[config.mk]
export PLATFORM = sky130hd
export DESIGN_NAME = shift_register_ctrl_flat
export DESIGN_NICKNAME = d
export VERILOG_FILES = /design/src/rtl/shift_register_ctrl_pkg.sv /design/src/rtl/shift_register_ctrl_if.sv /design/src/rtl/shift_register_ctrl_tick_gen.sv /design/src/rtl/shift_register_ctrl.sv /design/src/flat_wrapper.sv
export SDC_FILE = /design/constraint.sdc
export NUM_CORES = 1
export LEC_CHECK = 0
export BUFFER_PORTS_ARGS = -buffer_cell sky130_fd_sc_hd__buf_2
export CORE_AREA = 2 2 77 79
export DETAILED_ROUTE_END_ITERATION = 7
export DIE_AREA = 0 0 79 81
export GPL_TIMING_DRIVEN = 0
export PLACE_DENSITY = 0.58
export SETUP_SLACK_MARGIN = 0.4
export SYNTH_ARGS = -nofsm -noshare
export SYNTH_HDL_FRONTEND = slang
export SYNTH_SLANG_ARGS = --single-unit
[constraint.sdc]
create_clock -name i_clk -period 1.35 [get_ports i_clk]
set_clock_uncertainty 0.1 [all_clocks]
set_input_delay 0.2025 -clock i_clk [delete_from_list [all_inputs] [get_ports i_clk]]
set_output_delay 0.2025 -clock i_clk [all_outputs]
set_load 0.005 [all_outputs]
[src/rtl/shift_register_ctrl_pkg.sv]
`default_nettype none
// ============================================================================
// Module   : shift_ctrl_pkg
// Brief    : Shared state encoding and default widths for the shift controller.
// Revision : 1.0 - initial release
// ============================================================================
package shift_ctrl_pkg;

    localparam int DEFAULT_DATA_W = 8;
    localparam int DEFAULT_DIV_W  = 8;

    typedef enum logic [1:0] {
        IDLE  = 2'd0,
        LOAD  = 2'd1,
        SHIFT = 2'd2,
        DONE  = 2'd3
    } state_t;

endpackage
`default_nettype wire

[src/rtl/shift_register_ctrl_if.sv]
`default_nettype none
// ============================================================================
// Module   : shift_register_ctrl_if
// Brief    : Requester-side bundle: transmit handshake, divider, abort, result.
// Revision : 1.0 - initial release
// ============================================================================
interface shift_register_ctrl_if
    import shift_ctrl_pkg::*;
#(
    parameter int DATA_W = DEFAULT_DATA_W,
    parameter int DIV_W  = DEFAULT_DIV_W
);

    logic [DATA_W-1:0] i_tx_data;
    logic              i_tx_valid;
    logic              o_tx_ready;
    logic [DIV_W-1:0]  i_div;
    logic              i_abort;
    logic [DATA_W-1:0] o_rx_data;
    logic              o_rx_valid;
    logic              o_busy;

    modport slave (
        input  i_tx_data, i_tx_valid, i_div, i_abort,
        output o_tx_ready, o_rx_data, o_rx_valid, o_busy
    );

    modport master (
        output i_tx_data, i_tx_valid, i_div, i_abort,
        input  o_tx_ready, o_rx_data, o_rx_valid, o_busy
    );

endinterface
`default_nettype wire

[src/rtl/shift_register_ctrl_tick_gen.sv]
`default_nettype none
// ============================================================================
// Module   : shift_tick_gen
// Brief    : Clearable divider producing a one-cycle tick every period+1 cycles.
// Revision : 1.0 - initial release
// ============================================================================
module shift_tick_gen #(
    parameter int DIV_W = 8
) (
    input  logic             i_clk,
    input  logic             i_rstn,
    input  logic             clear,
    input  logic             enable,
    input  logic [DIV_W-1:0] period,
    output logic             tick
);

    logic [DIV_W-1:0] div_cnt;

    assign tick = enable && (div_cnt == period);

    // Wrapping on the tick keeps an all-ones period from ever overflowing.
    always_ff @(posedge i_clk) begin
        if (!i_rstn || clear) begin
            div_cnt <= '0;
        end else if (enable) begin
            div_cnt <= tick ? '0 : div_cnt + 1'b1;
        end
    end

endmodule
`default_nettype wire

[src/rtl/shift_register_ctrl.sv]
`default_nettype none
// ============================================================================
// Module   : shift_register_ctrl
// Brief    : Load / paced-shift / capture sequencer for the serial shift register.
// Revision : 1.0 - initial release
// ============================================================================
module shift_register_ctrl
    import shift_ctrl_pkg::*;
#(
    parameter int DATA_W = DEFAULT_DATA_W,
    parameter int DIV_W  = DEFAULT_DIV_W
) (
    input  logic                 i_clk,
    input  logic                 i_rstn,
    shift_register_ctrl_if.slave bus,
    output logic [DATA_W-1:0]    o_ld_data,
    output logic                 o_load,
    output logic                 o_shift,
    input  logic [DATA_W-1:0]    i_sr_parallel
);

    localparam int               CNT_W    = $clog2(DATA_W + 1);
    localparam logic [CNT_W-1:0] LAST_BIT = CNT_W'(DATA_W - 1);

    state_t            state;
    state_t            state_nxt;
    logic [DIV_W-1:0]  div_q;
    logic [CNT_W-1:0]  bit_cnt;
    logic [DATA_W-1:0] rx_hold;
    logic              tick;
    logic              accept;

    assign accept = (state == IDLE) && bus.i_tx_valid;

    shift_tick_gen #(
        .DIV_W (DIV_W)
    ) u_tick_gen (
        .i_clk  (i_clk),
        .i_rstn (i_rstn),
        .clear  (state != SHIFT),
        .enable (state == SHIFT),
        .period (div_q),
        .tick   (tick)
    );

    always_ff @(posedge i_clk) begin
        if (!i_rstn) begin
            state <= IDLE;
        end else begin
            state <= state_nxt;
        end
    end

    always_comb begin
        state_nxt      = state;
        o_load         = 1'b0;
        o_shift        = 1'b0;
        bus.o_tx_ready = 1'b0;
        bus.o_busy     = 1'b1;
        bus.o_rx_valid = 1'b0;
        // The datapath applies the last shift on the edge that enters DONE,
        // so its parallel word is only correct during DONE itself.
        bus.o_rx_data  = (state == DONE) ? i_sr_parallel : rx_hold;
        case (state)
            IDLE: begin
                bus.o_tx_ready = 1'b1;
                bus.o_busy     = 1'b0;
                if (bus.i_tx_valid) begin
                    state_nxt = LOAD;
                end
            end
            LOAD: begin
                o_load    = 1'b1;
                state_nxt = bus.i_abort ? IDLE : SHIFT;
            end
            SHIFT: begin
                o_shift = tick;
                if (bus.i_abort) begin
                    state_nxt = IDLE;
                end else if (tick && (bit_cnt == LAST_BIT)) begin
                    state_nxt = DONE;
                end
            end
            DONE: begin
                bus.o_rx_valid = 1'b1;
                state_nxt      = IDLE;
            end
            default: state_nxt = IDLE;
        endcase
    end

    always_ff @(posedge i_clk) begin
        if (!i_rstn) begin
            o_ld_data <= '0;
            div_q     <= '0;
            bit_cnt   <= '0;
            rx_hold   <= '0;
        end else begin
            if (accept) begin
                o_ld_data <= bus.i_tx_data;
                div_q     <= bus.i_div;
            end
            if (state == LOAD) begin
                bit_cnt <= '0;
            end else if ((state == SHIFT) && tick) begin
                bit_cnt <= bit_cnt + 1'b1;
            end
            if (state == DONE) begin
                rx_hold <= i_sr_parallel;
            end
        end
    end

endmodule
`default_nettype wire

[src/flat_wrapper.sv]
// flat-port wrapper written by rule: the top's interface ports become plain ports
module shift_register_ctrl_flat import shift_ctrl_pkg::*;
#(
    parameter int DATA_W = DEFAULT_DATA_W,
    parameter int DIV_W  = DEFAULT_DIV_W
)
  (i_clk, i_rstn, o_ld_data, o_load, o_shift, i_sr_parallel, bus_i_tx_data, bus_i_tx_valid, bus_i_div, bus_i_abort, bus_o_tx_ready, bus_o_rx_data, bus_o_rx_valid, bus_o_busy);
  shift_register_ctrl_if #(.DATA_W(DATA_W), .DIV_W(DIV_W)) bus_i ();
  input  logic i_clk;
  input  logic i_rstn;
  output logic [DATA_W-1:0] o_ld_data;
  output logic o_load;
  output logic o_shift;
  input  logic [DATA_W-1:0] i_sr_parallel;
  input wire logic [$bits(bus_i.i_tx_data)-1:0] bus_i_tx_data;
  input wire logic [$bits(bus_i.i_tx_valid)-1:0] bus_i_tx_valid;
  input wire logic [$bits(bus_i.i_div)-1:0] bus_i_div;
  input wire logic [$bits(bus_i.i_abort)-1:0] bus_i_abort;
  output wire logic [$bits(bus_i.o_tx_ready)-1:0] bus_o_tx_ready;
  output wire logic [$bits(bus_i.o_rx_data)-1:0] bus_o_rx_data;
  output wire logic [$bits(bus_i.o_rx_valid)-1:0] bus_o_rx_valid;
  output wire logic [$bits(bus_i.o_busy)-1:0] bus_o_busy;
  assign bus_i.i_tx_data = bus_i_tx_data;
  assign bus_i.i_tx_valid = bus_i_tx_valid;
  assign bus_i.i_div = bus_i_div;
  assign bus_i.i_abort = bus_i_abort;
  assign bus_o_tx_ready = bus_i.o_tx_ready;
  assign bus_o_rx_data = bus_i.o_rx_data;
  assign bus_o_rx_valid = bus_i.o_rx_valid;
  assign bus_o_busy = bus_i.o_busy;
  shift_register_ctrl #(.DATA_W(DATA_W), .DIV_W(DIV_W)) u_core (.i_clk(i_clk), .i_rstn(i_rstn), .bus(bus_i), .o_ld_data(o_ld_data), .o_load(o_load), .o_shift(o_shift), .i_sr_parallel(i_sr_parallel));
endmodule
==> metrics.yaml <==
power_and_ir_drop:
  p_leak_nw: 1.20
  pwrdens_nw_per_um2: 858
  peakVddDrop_uv: 588
clock_tree:
  clkLatencyLatePin_ns: 0.29
  number_of_buffers_added_by_the_clock_tree_synthesis_step: 5
  numClockSinks: 38
  cts_tree: "yes"
  cts.hold.buffers_added: 0
  cts.htree.levels: 2
  clkTransAtPathRegs_ns: 0.08
  clock_tree.root_cell: "clkbuf_8"
  clk_path_buf_depth: 2
cells_and_area:
  n_fill_cell: 515
  post-route-util_pct: 51.8
  leading_cell_type_in_the_layout_fill_and_taps_excluded: "buf_2"
  final_instance_area_sq_um: 2940
  diodes: 0
  finish.net_count: 293
  final-instance-count-excl-fill: 339
  final_layout_size_suffix_gt1_share_pct: 72.7
  area_delta_synth_final_pct: 76.6
  final_cell_mix: "buf_2 (39), buf_6 (26), nand2_1 (23)"
placed_design:
  globalplace.congestion: 0.759
  port-buffer-count: 48
  place_ws_ns: -0.237
  post_dp_cell_area_sq_um: 2010
  total_placed_cells_including_tap_cells: 303
  hpwl_after_detailed_placement_mm: 2.62
run_status:
  failed_checks: "negative setup slack"
  run_status: "finished with violations"
critical_path:
  crit_path_max_incr_delay_ns: 0.35
  critPathArrivalTime_ns: 1.31
  cpMaxStageDelayCell: "dfxtp_2"
  timing.critical_path.required_ns: 1.05
  worstRegToRegCells: 6
  path_delay_family: "flip-flops"
  critical_path_buf_inv_count: 1
  setup.reg_to_reg.worst_slack_ns: -0.22
  critical_path.cell_chain: "xnor2_4 > nand4_4 > nor3_4 > buf_2"
  crit_path_start_kind: "flip-flop"
  cp-end-kind: "primary output"
  path_max_fanout: 2
  timing.rr.end: "u_core.u_tick_gen.div_cnt[7]$_SDFFE_PP0N_"
  class_of_the_most_critical_setup_path: "flip-flop to primary output"
  regToRegStartpoint: "u_core.u_tick_gen.div_cnt[6]$_SDFFE_PP0N_"
timing:
  layout_min_cycle_time_ns: 1.61
  slew_viol_final: 0
  worstMarginPinSlew_ns: 0.677
  slew_headroom_pct: 54.9
  finalSetupTns_ns: -5.37
  final_worst_path_period_share_pct: 119
  final.setup.worst_slack_ns: -0.262
  setup_viol: 39
  rsz0062_at_grt: "yes"
  fmax_mhz: 620
  timing.final.hold_violations: 0
floorplanning:
  total_die_area_sq_um: 6400
  pin_count: 49
  die_height_microns: 81
  initial_utilization_pct: 29.3
  core_sq_um: 5680
  rows: 28
  floorplan.die.width_microns: 79
route:
  final_antenna_net_count: 0
  dr.pass1.iters: 4
  detail_route.iter0.violations: 27
  finalWirelength_mm: 4.53
  detailroute.via_count: 1560
  route.detailed.wl_per_inst_microns: 13.4
  vias_per_cell: 4.60
  drc: 0
synth:
  synthesis.nets: 210
  synthCells: 180
  synth_area_sq_um: 1670
  synthesis.yosys.warnings: 0
  synth.lib_cells_used.distinct: 35
  syn_avg_cell_area_sq_um: 9.25
  synth-seq-area-share_pct: 45.7
  synth.ff_latch_count: 38
global_routing:
  antenna_found_initial: 0
  vias_in_the_first_global_route: 1463
  global_route.overflow_total: 0
  grt_max_degree: 13
  grt_use_total_pct: 13.0
  grt_pass1_wl_mm: 6.51
run:
  max_cap_viol_count: 0
hold_path:
  hold-path-endpoint: "u_core.state[1]$_SDFFE_PN0P_"
  hp-class: "input pin to flip-flop"
  hold_path.startpoint: "bus_i_abort"
  worstHoldPathCells: 2
## logic make-up (layout without fill, tap and decap cells)
kind of cell    count (synthesis)  in the layout  share of synthesized area [%]
simple gates                   84             85                           26.1
flops                          38             38                           45.7
compound gates                 23             23                           8.72
xor+xnor                       13             13                           8.64
mux                            10             10                           6.61
buf+inv                        10             93                           2.78
fa+ha+maj                       2              2                           1.50
## sequential cells by signal (all words and copies together) (netlist names)
register,cells
u_core.bit_cnt,4
u_core.div_q,8
u_core.o_ld_data,8
u_core.rx_hold,8
u_core.state,2
u_core.u_tick_gen.div_cnt,8
## repair_timing
item	in CTS	in global routing
setup endpoints to repair	59	59
pin swaps	12	27
resized for setup	98	57
gates cloned	1	2
buffers inserted	9	16
## final cells by class
| cell class | instances | area (sq um) | share of cell area (%) |
|---|---|---|---|
| inverters | 4 | 15.0 | 0.511 |
| plain buffers | 6 | 65.1 | 2.21 |
| clock inverters | 2 | 12.5 | 0.426 |
| multi-input cells | 133 | 1270 | 43.2 |
| clock buffers | 6 | 82.6 | 2.81 |
| well taps | 75 | 93.8 | 3.19 |
| flip-flops and latches | 38 | 813 | 27.7 |
| repair buffers | 75 | 587 | 20.0 |
## through the flow
step           hold WS [ns]  total power [mW]
6_report             0.0133              2.52
3_3_place_gp          0.288              1.46
4_1_cts             0.00247              2.42
2_1_floorplan         0.174              1.36
3_5_place_dp          0.290              1.46
5_1_grt              0.0148              2.65
## power by group
| part | switching (mW) | leakage, nW | internal (mW) |
|---|---|---|---|
| logic | 0.239 | 0.830 | 0.276 |
| registers | 0.0427 | 0.323 | 1.15 |
| clock network | 0.406 | 0.0472 | 0.410 |
| total | 0.688 | 1.20 | 1.83 |
## per-layer routing
layer | track usage (%) | vias up | share of wire [%] | wire length, microns
li1 | - | 772 | - | -
met1 | 15.8 | 740 | 43 | 1970
met2 | 22.5 | 41 | 50 | 2260
met3 | 3.11 | 7 | 5.0 | 228
met4 | 5.17 | 0 | 1.5 | 67
met5 | 0 | - | 0 | 0
## worst max-delay path by stage
| stage | startpoint | end | depth (start not counted) |
|---|---|---|---|
| 2_1_floorplan | u_core.u_tick_gen.div_cnt[2]$_SDFFE_PP0N_ | u_core.bit_cnt[1]$_SDFFE_PP0P_ | 4 |
| 3_3_place_gp | u_core.u_tick_gen.div_cnt[2]$_SDFFE_PP0N_ | u_core.u_tick_gen.div_cnt[7]$_SDFFE_PP0N_ | 4 |
| 3_5_place_dp | u_core.u_tick_gen.div_cnt[2]$_SDFFE_PP0N_ | u_core.u_tick_gen.div_cnt[7]$_SDFFE_PP0N_ | 4 |
| 4_1_cts | u_core.div_q[6]$_SDFFE_PN0P_ | o_shift | 4 |
| 5_1_grt | u_core.u_tick_gen.div_cnt[5]$_SDFFE_PP0N_ | o_shift | 4 |
| 6_report | u_core.div_q[3]$_SDFFE_PN0P_ | o_shift | 4 |
## cell usage after synthesis, drive strengths merged
cell type	n	area, sq um
o21ai	2	10.0
o41ai	1	16.3
nand2b	1	6.26
nor4	1	12.5
o211ai	1	12.5
nand4	6	58.8
nor2	10	40.0
ha	2	25.0
inv	4	15.0
a21oi	18	90.1
nand3	1	5.00
and3	1	6.26
buf	5	27.5
mux2	8	90.1
and4	2	17.5
mux2i	2	20.0
dfxtp	38	761
o311ai	1	16.3
nor3	5	30.0
clkbuf	1	3.75
nor2b	2	12.5
nand2	42	160
and2	9	56.3
xnor2	11	126
nor4bb	1	10.0
xor2	2	17.5
or3	3	18.8
Note: power is estimated with default switching activity, not from simulation.
